[src/rtl/ddr3_arb_pkg.sv]
// Shared encodings and default widths for the DDR3 command arbiter slice.
package ddr3_arb_pkg;

    localparam int unsigned ADDR_W_DEF       = 28;
    localparam int unsigned DATA_W_DEF       = 128;
    localparam int unsigned RD_TAGS_DEF      = 16;
    localparam int unsigned STARVE_LIMIT_DEF = 64;

    localparam logic [2:0] CMD_WRITE = 3'b000;
    localparam logic [2:0] CMD_READ  = 3'b001;

    typedef enum logic [1:0] {
        PORT_DISP = 2'd0,
        PORT_FB   = 2'd1,
        PORT_AUX  = 2'd2
    } port_id_t;

endpackage

[src/rtl/ddr3_tag_fifo.sv]
// Read-tag FIFO: remembers which port issued each outstanding read, in issue order.
module ddr3_tag_fifo
    import ddr3_arb_pkg::*;
#(
    parameter int unsigned DEPTH = RD_TAGS_DEF
) (
    input  logic                     clk,
    input  logic                     rst_n,
    input  logic                     push,
    input  port_id_t                 push_id,
    input  logic                     pop,
    output port_id_t                 head,
    output logic [$clog2(DEPTH):0]   count,
    output logic                     full,
    output logic                     empty
);

    localparam int unsigned PW = $clog2(DEPTH);
    localparam int unsigned CW = PW + 1;

    port_id_t       mem [DEPTH];
    logic [PW-1:0]  wr_ptr;
    logic [PW-1:0]  rd_ptr;
    logic           do_push;
    logic           do_pop;

    assign full    = (count == CW'(DEPTH));
    assign empty   = (count == '0);
    assign do_pop  = pop && !empty;
    assign do_push = push && (!full || do_pop);
    assign head    = mem[rd_ptr];

    always_ff @(posedge clk) begin
        if (do_push) begin
            mem[wr_ptr] <= push_id;
        end
    end

    always_ff @(posedge clk) begin
        if (!rst_n) begin
            wr_ptr <= '0;
            rd_ptr <= '0;
            count  <= '0;
        end else begin
            if (do_push) wr_ptr <= wr_ptr + 1'b1;
            if (do_pop)  rd_ptr <= rd_ptr + 1'b1;
            case ({do_push, do_pop})
                2'b10:   count <= count + 1'b1;
                2'b01:   count <= count - 1'b1;
                default: count <= count;
            endcase
        end
    end

endmodule

[src/rtl/ddr3_cmd_arbiter.sv]
// Three-port arbiter in front of the DDR3 app interface with read-return routing.
// Optional grant/latency statistics ports are enabled by DDR3_ARB_STATS_EN.
module ddr3_cmd_arbiter
    import ddr3_arb_pkg::*;
#(
    parameter int unsigned ADDR_W       = ADDR_W_DEF,
    parameter int unsigned DATA_W       = DATA_W_DEF,
    parameter int unsigned RD_TAGS      = RD_TAGS_DEF,
    parameter int unsigned STARVE_LIMIT = STARVE_LIMIT_DEF
) (
    input  logic              clk,
    input  logic              rst_n,
    input  logic              init_calib_complete,
    input  logic              p0_rd_req,
    input  logic [ADDR_W-1:0] p0_rd_addr,
    output logic              p0_gnt,
    output logic              p0_rd_valid,
    output logic [DATA_W-1:0] p0_rd_data,
    input  logic              p1_wr_req,
    input  logic [ADDR_W-1:0] p1_wr_addr,
    input  logic [DATA_W-1:0] p1_wr_data,
    output logic              p1_gnt,
    input  logic              p2_req,
    input  logic              p2_we,
    input  logic [ADDR_W-1:0] p2_addr,
    input  logic [DATA_W-1:0] p2_wdata,
    output logic              p2_gnt,
    output logic              p2_rd_valid,
    output logic [DATA_W-1:0] p2_rd_data,
    input  logic              app_rdy,
    input  logic              app_wdf_rdy,
    output logic              app_en,
    output logic [2:0]        app_cmd,
    output logic [ADDR_W-1:0] app_addr,
    output logic              app_wdf_wren,
    output logic [DATA_W-1:0] app_wdf_data,
    input  logic              app_rd_data_valid,
    input  logic [DATA_W-1:0] app_rd_data,
    output logic              rd_orphan_err
`ifdef DDR3_ARB_STATS_EN
    ,
    output logic [31:0]       stat_gnt0,
    output logic [31:0]       stat_gnt1,
    output logic [31:0]       stat_gnt2,
    output logic [15:0]       stat_maxwait
`endif
);

    localparam int unsigned CW = $clog2(RD_TAGS) + 1;
    localparam int unsigned SW = $clog2(STARVE_LIMIT + 1);
    localparam logic [CW-1:0] TAGS_C   = CW'(RD_TAGS);
    localparam logic [SW-1:0] STARVE_C = SW'(STARVE_LIMIT);

    logic [CW-1:0] tag_count;
    logic          tag_full;
    logic          tag_empty;
    port_id_t      tag_head;
    port_id_t      tag_in;
    logic          tag_push;
    logic          tag_pop;

    port_id_t      rr_next;
    logic [SW-1:0] starve1;
    logic [SW-1:0] starve2;

    logic rd_ok, issue_ok, issue_go;
    logic elig0, elig1, elig2;
    logic starved1, starved2, rr_pick1;
    logic win0, win1, win2;

    // A port whose grant is showing this cycle is masked so one request never issues twice.
    assign rd_ok    = (tag_count < TAGS_C);
    assign issue_ok = init_calib_complete && app_rdy && app_wdf_rdy;
    assign elig0    = p0_rd_req && !p0_gnt && rd_ok;
    assign elig1    = p1_wr_req && !p1_gnt;
    assign elig2    = p2_req && !p2_gnt && (p2_we || rd_ok);
    assign issue_go = issue_ok && (elig0 || elig1 || elig2);
    assign starved1 = elig1 && (starve1 == STARVE_C);
    assign starved2 = elig2 && (starve2 == STARVE_C);
    assign rr_pick1 = elig1 && (!elig2 || (rr_next == PORT_FB));

    always_comb begin
        win0 = 1'b0;
        win1 = 1'b0;
        win2 = 1'b0;
        if (issue_ok) begin
            if (starved1 && starved2) begin
                win1 = (rr_next == PORT_FB);
                win2 = (rr_next != PORT_FB);
            end else if (starved1) begin
                win1 = 1'b1;
            end else if (starved2) begin
                win2 = 1'b1;
            end else if (elig0) begin
                win0 = 1'b1;
            end else if (elig1 || elig2) begin
                win1 = rr_pick1;
                win2 = !rr_pick1;
            end
        end
    end

    // Tags are pushed on the same edge that registers the command, so the credit check never overbooks.
    assign tag_push = win0 || (win2 && !p2_we);
    assign tag_in   = win0 ? PORT_DISP : PORT_AUX;
    assign tag_pop  = app_rd_data_valid && !tag_empty;

    ddr3_tag_fifo #(
        .DEPTH (RD_TAGS)
    ) u_tags (
        .clk     (clk),
        .rst_n   (rst_n),
        .push    (tag_push),
        .push_id (tag_in),
        .pop     (tag_pop),
        .head    (tag_head),
        .count   (tag_count),
        .full    (tag_full),
        .empty   (tag_empty)
    );

    always_ff @(posedge clk) begin
        if (rst_n) begin
            assert (tag_full == (tag_count == TAGS_C));
        end
    end

    always_ff @(posedge clk) begin
        if (!rst_n) begin
            app_en        <= 1'b0;
            app_cmd       <= '0;
            app_addr      <= '0;
            app_wdf_wren  <= 1'b0;
            app_wdf_data  <= '0;
            p0_gnt        <= 1'b0;
            p1_gnt        <= 1'b0;
            p2_gnt        <= 1'b0;
            p0_rd_valid   <= 1'b0;
            p0_rd_data    <= '0;
            p2_rd_valid   <= 1'b0;
            p2_rd_data    <= '0;
            rd_orphan_err <= 1'b0;
            rr_next       <= PORT_FB;
            starve1       <= '0;
            starve2       <= '0;
        end else begin
            app_en       <= win0 || win1 || win2;
            app_wdf_wren <= win1 || (win2 && p2_we);
            p0_gnt       <= win0;
            p1_gnt       <= win1;
            p2_gnt       <= win2;

            if (win0) begin
                app_cmd  <= CMD_READ;
                app_addr <= p0_rd_addr;
            end else if (win1) begin
                app_cmd      <= CMD_WRITE;
                app_addr     <= p1_wr_addr;
                app_wdf_data <= p1_wr_data;
            end else if (win2) begin
                app_cmd      <= p2_we ? CMD_WRITE : CMD_READ;
                app_addr     <= p2_addr;
                app_wdf_data <= p2_wdata;
            end

            if (win1)      rr_next <= PORT_AUX;
            else if (win2) rr_next <= PORT_FB;

            if (!p1_wr_req || win1 || p1_gnt)           starve1 <= '0;
            else if (issue_go && starve1 != STARVE_C)   starve1 <= starve1 + 1'b1;
            if (!p2_req || win2 || p2_gnt)              starve2 <= '0;
            else if (issue_go && starve2 != STARVE_C)   starve2 <= starve2 + 1'b1;

            p0_rd_valid <= tag_pop && (tag_head == PORT_DISP);
            p2_rd_valid <= tag_pop && (tag_head == PORT_AUX);
            if (tag_pop && tag_head == PORT_DISP) p0_rd_data <= app_rd_data;
            if (tag_pop && tag_head == PORT_AUX)  p2_rd_data <= app_rd_data;
            if (app_rd_data_valid && tag_empty)   rd_orphan_err <= 1'b1;
        end
    end

`ifdef DDR3_ARB_STATS_EN
    logic [15:0] p0_wait;

    always_ff @(posedge clk) begin
        if (!rst_n) begin
            stat_gnt0    <= '0;
            stat_gnt1    <= '0;
            stat_gnt2    <= '0;
            stat_maxwait <= '0;
            p0_wait      <= '0;
        end else begin
            if (p0_gnt) stat_gnt0 <= stat_gnt0 + 1'b1;
            if (p1_gnt) stat_gnt1 <= stat_gnt1 + 1'b1;
            if (p2_gnt) stat_gnt2 <= stat_gnt2 + 1'b1;
            if (p0_gnt) begin
                if (p0_wait > stat_maxwait) stat_maxwait <= p0_wait;
                p0_wait <= '0;
            end else if (p0_rd_req && p0_wait != '1) begin
                p0_wait <= p0_wait + 1'b1;
            end
        end
    end
`endif

endmodule

[config.mk]
export PLATFORM = sky130hd
export DESIGN_NAME = ddr3_cmd_arbiter
export DESIGN_NICKNAME = d
export VERILOG_FILES = /design/src/rtl/ddr3_arb_pkg.sv /design/src/rtl/ddr3_tag_fifo.sv /design/src/rtl/ddr3_cmd_arbiter.sv
export SDC_FILE = /design/constraint.sdc
export NUM_CORES = 1
export LEC_CHECK = 0
export CORE_AREA = 5 5 348 350
export DETAILED_ROUTE_END_ITERATION = 16
export DIE_AREA = 0 0 353 355
export PLACE_DENSITY = 0.43
export SKIP_LAST_GASP = 1
export SLEW_MARGIN = 25
export SYNTH_ARGS = -nofsm -noshare
export SYNTH_HDL_FRONTEND = slang
export SYNTH_SLANG_ARGS = --single-unit
[constraint.sdc]
create_clock -name clk -period 3.6 [get_ports clk]
set_clock_uncertainty 0.15 [all_clocks]
set_input_delay 0.72 -clock clk [delete_from_list [all_inputs] [get_ports clk]]
set_output_delay 0.72 -clock clk [all_outputs]
set_load 0.02 [all_outputs]
After elaboration in Yosys (flattened, before gate mapping) --
Memory sizes are Yosys's and may differ from the RTL's. A register that Yosys moved wholly into a read port is not among the register bits. Cells that the tools add are included.
Storage, ports and cells: memories 1, bits of input ports 478, bits in registers 450, output and inout port bits 423, RAM bits 32, logic and storage cells 127
Operators by class: $add $sub $neg 6, muxes and demuxes 34, bitwise operators 2, eq/ne operators 10, reductions and logical operators 54, $lt $le $gt $ge 1
Memory list:
- u_tags.mem | words 16, width 2, rd ports 1, clocked after Yosys merged registers in 1, write ports 1, RTL line ddr3_tag_fifo.sv:21 | port_id_t mem [DEPTH];
Operators by type and width (count):
- 2-to-1 mux 128 bit | 2
- 2-to-1 mux 28 bit | 3
- 2-to-1 mux 1 bit | 23
- logical AND 1 bit | 22
- adder 7 x 1 -> 7 bit, second input constant | 2
- == test 7 bit, second input constant | 2
- logical OR 1 bit | 14
- != test 7 bit, second input constant | 2
- logical NOT 1 bit | 10
- case mux 5 bit (2 select lines) | 1
- adder 4 x 1 -> 4 bit, second input constant | 2
- 2-to-1 mux 4 bit | 2
- 2-to-1 mux 2 bit | 3
- adder 5 x 1 -> 5 bit, second input constant | 1
- == test 5 bit, second input constant | 1
- logical NOT 5 bit | 1
- less-than comparator 5 bit, second input constant | 1
- subtractor 5 x 1 -> 5 bit, second input constant | 1
- == test 2 x 1 -> 1 bit, second input constant | 2
- == test 2 bit, second input constant | 2
- nonzero test 2 bit | 2
- OR reduction 2 bit | 2
- nonzero test 3 bit | 1
- logical NOT 2 bit | 1
- other kinds (3) | 4

Depth between registers and ports, before layout --
Gate-level depths: netlist (run 1).
depth in word-level cells 18, depth in mapped cells 13, depth with buffers taken out 12

Modules after synthesis --
Synthesis (run 1) repeated with hierarchy kept, for this count alone.
Second synthesis, totals: cells, all modules 2174, area total of the unflattened synthesis 19139.6 um^2
By module, submodules not included:
- ddr3_cmd_arbiter | area each 16827.4 um^2, seq. area each 8748.4 um^2, times used 1, cells each 1995
- ddr3_tag_fifo | area each 2312.2 um^2, seq. area each 1301.2 um^2, times used 1, cells each 179

Worst setup path after synthesis (run 1) --
No wires, ideal clock.
path kind input to register, start point input p0_rd_req, end point register u_tags.count[4], data required time 3328 ps, buffers on the path 1, path slack 370 ps, arrival 2958 ps, stages 11, library setup time 122 ps, cell sequence nor3b_1 -> nor4_1 -> o31a_1 -> a31o_2 -> buf_2 -> nor2_1 -> inv_1 -> fa_1 -> nor4bb_1 -> mux2i_1 -> mux2i_1
On the way: word-level cells in the longest chain between the ends 12, elaborated cells between the ends (all ways) 19, those cells by class eq/ne: 2; mux: 11; reduce/logical: 6
Ends and longest elaborated chain:
- start: declaration | RTL line ddr3_cmd_arbiter.sv:14 | input logic p0_rd_req,
- logical AND 1 bit * (2 in series) | RTL line ddr3_cmd_arbiter.sv:74 | assign elig0 = p0_rd_req && !p0_gnt && rd_ok;
- 2-to-1 mux 1 bit | RTL line ddr3_cmd_arbiter.sv:94 | end else if (elig0) begin
- 2-to-1 mux 1 bit | RTL line ddr3_cmd_arbiter.sv:92 | end else if (starved2) begin
- 2-to-1 mux 1 bit | RTL line ddr3_cmd_arbiter.sv:90 | end else if (starved1) begin
- 2-to-1 mux 1 bit | RTL line ddr3_cmd_arbiter.sv:87 | if (starved1 && starved2) begin
- 2-to-1 mux 1 bit | RTL line ddr3_cmd_arbiter.sv:86 | if (issue_ok) begin
- logical AND 1 bit | RTL line ddr3_cmd_arbiter.sv:104 | assign tag_push = win0 || (win2 && !p2_we);
- logical OR 1 bit * | RTL line ddr3_cmd_arbiter.sv:104
- logical AND 1 bit * | RTL line ddr3_tag_fifo.sv:30 | assign do_push = push && (!full || do_pop);
- == test 2 x 1 -> 1 bit / == test 2 bit (equally long branches) | RTL line ddr3_tag_fifo.sv:47 | case ({do_push, do_pop})
- case mux 5 bit (2 select lines) / nonzero test 2 bit (equally long branches)
- end signal: assignment | RTL line ddr3_tag_fifo.sv:48 | 2'b10: count <= count + 1'b1;
- end signal: assignment | RTL line ddr3_tag_fifo.sv:49 | 2'b01: count <= count - 1'b1;
- end signal: assignment | RTL line ddr3_tag_fifo.sv:50 | default: count <= count;
- end: declaration | RTL line ddr3_tag_fifo.sv:13 | output logic [$clog2(DEPTH):0] count,
Every way passes the cells marked *; elsewhere a longest branch is shown, timed or not. A chain may end at the register's enable or synchronous reset.

Worst setup path in the final report (run 1) --
start point register starve2[2], end point register u_tags.count[2]
On the way: word-level cells in the longest chain between the ends 11, elaborated cells between the ends (all ways) 18, those cells by class eq/ne: 3; mux: 9; reduce/logical: 6
Ends and longest elaborated chain:
- start: declaration | RTL line ddr3_cmd_arbiter.sv:64 | logic [SW-1:0] starve2;
- start signal: assignment | RTL line ddr3_cmd_arbiter.sv:172 | else if (issue_go && starve2 != STARVE_C) starve2 <= starve2 + 1'b1;
- == test 7 bit * | RTL line ddr3_cmd_arbiter.sv:79 | assign starved2 = elig2 && (starve2 == STARVE_C);
- logical AND 1 bit * | RTL line ddr3_cmd_arbiter.sv:79
- 2-to-1 mux 1 bit | RTL line ddr3_cmd_arbiter.sv:92
- 2-to-1 mux 1 bit | RTL line ddr3_cmd_arbiter.sv:90
- 2-to-1 mux 1 bit | RTL line ddr3_cmd_arbiter.sv:87
- 2-to-1 mux 1 bit | RTL line ddr3_cmd_arbiter.sv:86
- logical AND 1 bit | RTL line ddr3_cmd_arbiter.sv:104
- logical OR 1 bit * | RTL line ddr3_cmd_arbiter.sv:104
- logical AND 1 bit * | RTL line ddr3_tag_fifo.sv:30
- == test 2 x 1 -> 1 bit / == test 2 bit (equally long branches) | RTL line ddr3_tag_fifo.sv:47
- case mux 5 bit (2 select lines) / nonzero test 2 bit (equally long branches)
Marked as above.

==> qor.yml, run 1 <==
global_route:
  grtUsageTotal_pct: 14.7
  overflow: 0
  grt_start_max_net_pins: 119
  grt_pass1_wl_mm: 139
  grt_antenna_before_repair: 29
  grt_pass1_vias: 19400
min_path:
  hold_start: "p2_rd_data[87]$_SDFFE_PN0P_"
  min_path_type: "flip-flop to flip-flop"
sta:
  setup_ws_ps: 520
  setup_viol: 0
  fmax_mhz: 325
  fin_setup_tns_ps: 0
  tightest_slew_ps: 928
  relSlewSlack_pct: 37.9
  hold_violations: 0
  min_period_over_period_pct: 85.6
  rsz0062_at_grt: "no"
  period_needed_ps: 3080
  finalMaxSlewViolations: 0
floorplanning:
  core_area_um2: 117000
  rows: 126
  initial_core_util_pct: 15.8
  io_pins: 901
  die_y_um: 355
  die_area_um2: 125000
  die_x_um: 353
clock_tree:
  cts_tree: "yes"
  cts_buffers: 59
  clkLatencyLatePin_ps: 640
  htree_levels: 2
  cts_buffer_depth: 3
  path_clk_slew_ps: 60
  cts_resized: 0
  postCtsHoldBufs: 0
  cts.sinks: 470
  post_cts_buffers: 0
  cts_root_buffer: "clkbuf_16"
critical_path:
  crit_fanout: 6
  cp_cell_sequence: "or4b_1 > nor4_1 > nor3_2 > a31o_2 > nor2_1 > inv_1 > fa_1 > buf_4 > and2_1 > mux2i_1 > mux2i_1"
  critPathMostFrequentCell: "mux2i_1"
  crit_family: "simple AND/OR/NAND/NOR gates"
  slowest_delay_ps: 600
  cp_num_buf_inv: 2
  required_ps: 4030
  arrival_ps: 3510
  critPathLaunchType: "flip-flop"
  cp-end-kind: "flip-flop"
  rr_startpoint: "starve2[2]$_SDFFE_PP0P_"
  startpoint: "starve2[2]$_SDFFE_PP0P_"
  slowest_stage: "or4b_1"
  worst-setup-path-type: "flip-flop to flip-flop"
pwr:
  power.density_nw_per_um2: 540
  p_leak_uw: 0.0108
  total_power_uw: 17100
  peakVddDrop_mv: 0.295
detailed_routing:
  vias_per_cell: 4.11
  vias: 19400
  wirelength_mm: 97.5
  wl_per_cell_um: 20.6
  detail_route.iter0.violations: 1131
  antenna_left: 0
  firstDrtPassIters: 6
  drc_errors: 0
placement:
  portBuffers: 898
  gp_congestion: 0.815
  dp_hpwl_mm: 75.6
  place_area_um2: 29600
  preCtsSetupSlack_ps: 48.3
finish:
  fin_nets: 3616
  stdcell_area_um2: 31600
  syn_to_final_growth_pct: 70.5
  drive_above_1_share_pct: 7.74
logic_synthesis:
  synth_edf_count: 16
  synthArstFlopShare_pct: 0
  ys_seq_area_share_pct: 51.6
  synth-warning-count: 0
  synthFlopType: "dfxtp_1"
  synth_area_um2: 18500
  ys_types: 55
  avgSynthCellArea_um2: 8.19
  synth-seq-cells: 470
  synth_cells: 2264
run:
  max_cap_viol_count: 0
status:
  status: "finished, final reports clean"
[synthesized netlist by cell type, types with 13 or more instances]
cell	instances	area, um2
buf_2	27	135
clkbuf_1	133	499
edfxtp_1	16	480
inv_1	13	48.8
nand2_1	829	3110
nand3_1	18	90.1
a311oi_1	88	771
a222oi_1	16	160
mux2i_1	22	220
dfxtp_1	454	9090
a21oi_1	282	1410
nor2_1	174	653
a311oi_2	40	601
nand2b_1	23	144
[path summary, 6_finish.rpt]
kind | to | slack [ps] | depth (start not counted)
setup / recovery | u_tags.count[2]$_SDFFE_PN0P_ | 520 | 11
hold / removal | p2_rd_data[87]$_SDFFE_PN0P_ | 300 | 2
setup reg to reg | u_tags.count[2]$_SDFFE_PN0P_ | 520 | 11
hold reg to reg | p2_rd_data[87]$_SDFFE_PN0P_ | 300 | 2
[logic make-up (layout without fill, tap and decap cells)]
kind of cell	after synthesis	count (layout)	share of synthesized area, %
compound gates	476	476	18.0
xor+xnor	5	5	0.236
fa+ha+maj	11	11	0.783
buf+inv	197	1110	4.82
flops	470	470	51.6
mux	27	27	1.80
other cells	1	16	0.0202
simple gates	1077	1077	22.7
[power by group]
group	internal (uW)	total, uW	switching [uW]
combinational	2160	4870	2710
sequential	5840	6180	339
clock	3480	6010	2520
total	11500	17100	5570
[through the flow]
| stage | std cells | util, % | hold slack [ps] |
|---|---|---|---|
| after floorplan | 2265 | - | 291 |
| after global placement | 4602 | 25.2 | 291 |
| after detailed placement | 4602 | 25.2 | 295 |
| after CTS | 4714 | 26.9 | 304 |
| after global routing | 4722 | 26.9 | 317 |
| final | 4728 | 26.9 | 301 |
[sequential cells by signal, summed over array words and instances, names as in the netlist, 2 cells and up, named ones only]
name,flops
app_wdf_data,128
p0_rd_data,128
p2_rd_data,128
app_addr,28
u_tags.mem,16
starve1,7
starve2,7
u_tags.count,5
u_tags.rd_ptr,4
u_tags.wr_ptr,4
rr_next,2
[cell type report]
cell class	instances	area (um2)
Fill cell	12700	85800
Tap cell	1536	1920
Sequential cell	470	9570
Clock buffer	89	1780
Inverter	13	56.3
Timing Repair Buffer	985	9930
Antenna cell	14	35.0
Multi-Input combinational cell	1598	8130
Clock inverter	23	184
[worst min-delay path, delay by kind of cell, from the launching register on]
family | cells | cell delay (ps)
simple gates | 1 | 50
compound gates | 1 | 50
flops | 1 | 310
[layout by cell type, fill, tap and decap left out, drive strengths merged, types with 2 or more instances in the layout]
| master | count |
|---|---|
| clkdlybuf4s50 | 898 |
| nand2 | 829 |
| dfxtp | 454 |
| a21oi | 282 |
| nor2 | 174 |
| a311oi | 128 |
| clkbuf | 89 |
| buf | 87 |
| nand2b | 23 |
| mux2i | 22 |
| clkinv | 21 |
| nand3 | 18 |
| a222oi | 16 |
| edfxtp | 16 |
| diode | 14 |
| inv | 14 |
| o22ai | 12 |
| o31ai | 12 |
| ha | 10 |
| nor3 | 8 |
| nor2b | 5 |
| mux4 | 5 |
| o2111ai | 5 |
| nor3b | 4 |
| and2 | 4 |
| o21ai | 3 |
| a211oi | 3 |
| o211ai | 3 |
| xnor2 | 3 |
| or4b | 2 |
| nor4 | 2 |
| a31o | 2 |
| a31oi | 2 |
| xor2 | 2 |
| conb | 2 |
[routing by layer]
metal,share of wire (%),GRT usage [%]
met1,41,17.9
met2,47,24.3
met3,9.2,5.46
met4,2.5,4.52
met5,0.066,0
No activity file was read; power rests on OpenSTA's default activity.
==> run 2, diff against run 1 <==
Settings changed: SKIP_CTS_REPAIR_TIMING from default to 1, TNS_END_PERCENT from default to 100.
==> results of run 2 <==
Same layout as run 1: the final DEF is identical, and so are final timing and power.
==> run 3, diff against run 2 <==
Settings changed: CORE_AREA 5 5 348 350 to 5 5 343 345, DIE_AREA 0 0 353 355 to 0 0 348 350, PLACE_DENSITY 0.43 to 0.45, RECOVER_POWER from default to 50, SYNTH_HIERARCHICAL from default to 1.
==> run 3 against run 2 <==
- the flow now finishes with violations (max-capacitance violations, max-slew violations)
- count of clock-buffer cells in the layout up 11
- combinational power down 69%
- die area fell by 2.8%
- worst setup slack got worse by 230 ps
- critical endpoint is now u_tags/count[4]$_SDFFE_PN0P_
==> qor.yml, run 3 <==
placement:
  gp_congestion: 0.840  # +3.0%
  dpl.cell_count: 4537  # -1.4%
  place_area_um2: 30500  # +3.0%
  preCtsSetupSlack_ps: -164  # -212 ps
  portBuffers: 898  # unchanged
  dp_hpwl_mm: 78.9  # +4.3%
global_route:
  grt_start_max_net_pins: 76  # -36%
  grt_pass1_vias: 18700  # -3.4%
  grt_antenna_before_repair: 36  # +24%
  overflow: 0  # unchanged
  grtUsageTotal_pct: 15.5  # +0.76 points
  grt_pass1_wl_mm: 139  # about the same
min_path:
  min_path_type: "flip-flop to flip-flop"
status:
  status: "finished with violations"
  violations: "max-capacitance violations, max-slew violations"
critical_path:
  cp_cell_sequence: "or4b_4 > or2_0 > o2111a_1 > clkinv_1 > o21ai_4 > nor2b_1 > o21ai_4 > fa_1 > nand2b_1 > a21oi_1 > o221a_2 > nand4_1"
  slowest_stage: "or4b_4"
  cp-end-kind: "flip-flop"
  critPathMostFrequentCell: "o21ai_4"
  arrival_ps: 3640  # +130 ps
  required_ps: 3930  # -100 ps
  slowest_delay_ps: 570  # -30 ps
  worst-setup-path-type: "flip-flop to flip-flop"
  crit_fanout: 6  # unchanged
  critPathLaunchType: "flip-flop"
sta:
  finalMaxSlewViolations: 35  # +35
  tightest_slew_ps: 1770  # +841 ps
  setup_ws_ps: 290  # -230 ps
  min_period_over_period_pct: 91.9  # +6.4 points
  fmax_mhz: 302  # -6.9%
  hold_violations: 0  # unchanged
  period_needed_ps: 3310  # +230 ps
  relSlewSlack_pct: -18.0  # -56 points
  rsz0062_at_grt: "no"
  setup_viol: 0  # unchanged
  holdWs_ps: 297  # -3.49 ps
detailed_routing:
  antenna_left: 0  # unchanged
  vias: 18900  # -2.6%
  vias_per_cell: 4.05  # -1.5%
  detail_route.iter0.violations: 956  # -15%
  wl_per_cell_um: 21.5  # +4.4%
  firstDrtPassIters: 7  # +1
  wirelength_mm: 101  # +3.2%
  drc_errors: 0  # unchanged
run:
  max_cap_viol_count: 1  # +1
finish:
  stdcell_area_um2: 32700  # +3.3%
  top_regs: "app_wdf_data: 128 flops, p0_rd_data: 128 flops, p2_rd_data: 128 flops"
  fin_cells: 4673  # -1.2%
  final_cell_mix: "nand2_1, clkdlybuf4s50_1, dfxtp_1"
  syn_to_final_growth_pct: 70.7
  multiInputGateArea_um2: 8370  # +3.0%
  drive_above_1_share_pct: 7.26  # -0.48 points
  layout_commonest_cell: "nand2_1"
  fin_nets: 3584  # -0.88%
  seqCellArea_um2: 10000  # +5.0%
  post-route-util_pct: 28.7  # +1.8 points
  fillers: 12100  # -4.7%
clock_tree:
  cts_tree: "yes"
  cts_buffers: 66  # +12%
  cts_root_buffer: "clkbuf_16"
  cts.sinks: 486  # +3.4%
  cts_buffer_depth: 3  # unchanged
  htree_levels: 3  # +1
  clkLatencyLatePin_ps: 610  # -30 ps
  path_clk_slew_ps: 60  # about the same
pwr:
  combPwrFrac_pct: 10.9  # -18 points
  power.density_nw_per_um2: 420  # -22%
  swShare_pct: 24.9  # -7.8 points
  p_leak_uw: 0.0132  # +22%
  pwr-share-seq_pct: 40.8  # +4.6 points
  p_int_uw: 10300  # -10%
  peakVddDrop_mv: 0.283  # -4.0%
  pwr-share-clk_pct: 48.4  # +13 points
  p_sw_uw: 3420  # -39%
logic_synthesis:
  synth_cells: 2173  # -4.0%
  synth-warning-count: 6  # +6
  avgSynthCellArea_um2: 8.81  # +7.6%
  synth_area_um2: 19100  # +3.2%
floorplanning:
  io_pins: 901  # unchanged
  die_y_um: 350  # -1.4%
  die_x_um: 348  # -1.4%
  initial_core_util_pct: 16.8  # +1.0 points
  die_area_um2: 122000  # -2.8%
  rows: 124  # -1.6%
  core_area_um2: 114000  # -3.0%
==> run 3: layout make-up <==
class,instances,share of cell area [%]
sequential,486,30.8
tap,1512,5.79
clock inverter,17,0.693
inverter,14,0.161
clock buffer,100,5.98
multi-input combinational,1520,25.6
antenna,19,0.146
timing repair buffer,1005,30.8
==> run 3: stage by stage <==
step | TNS [ps] | power, uW
after floorplan | 0 | 6230
after global placement | -543 | 7270
after detailed placement | -829 | 7260
after CTS | 0 | 14100
after global routing | 0 | 14300
final | 0 | 13700
==> run 3: path summary, 6_finish.rpt <==
path                                                endpoint  slack (ps)  depth (start not counted)                         start
worst min-delay path            p0_rd_data[116]$_SDFFE_PN0P_         300                          2  p0_rd_data[116]$_SDFFE_PN0P_
worst max register to register  u_tags/count[4]$_SDFFE_PN0P_         290                         12       starve1[3]$_SDFFE_PP0P_
worst min register to register  p0_rd_data[116]$_SDFFE_PN0P_         300                          2  p0_rd_data[116]$_SDFFE_PN0P_
worst max-delay path            u_tags/count[4]$_SDFFE_PN0P_         290                         12       starve1[3]$_SDFFE_PP0P_
==> run 3: power groups by stage <==
stage	logic, uW	clock network [uW]	registers [uW]
after floorplan	391	0	5840
after global placement	1550	0	5720
after detailed placement	1540	0	5720
after CTS	1550	6910	5600
after global routing	1590	7110	5610
final	1490	6640	5600
==> run 3: critical path: cells and delay by family (launching register included) <==
family,cells,cell delay (ps)
AO/OA/AOI/OAI,5,900
buffers and inverters,1,90
adder cells (fa/ha/maj),1,390
flip-flops,1,350
AND/OR/NAND/NOR,5,1330
==> run 3: layer usage <==
layer  vias up  share of wire [%]  wire length, um  track usage (%)
li1       9330                  -                -                -
met1      8808                 40            40200             17.8
met2       632                 48            47900             25.8
met3       150                9.3             9380             6.79
met4        10                3.1             3100             5.46
met5         -              0.067               67                0
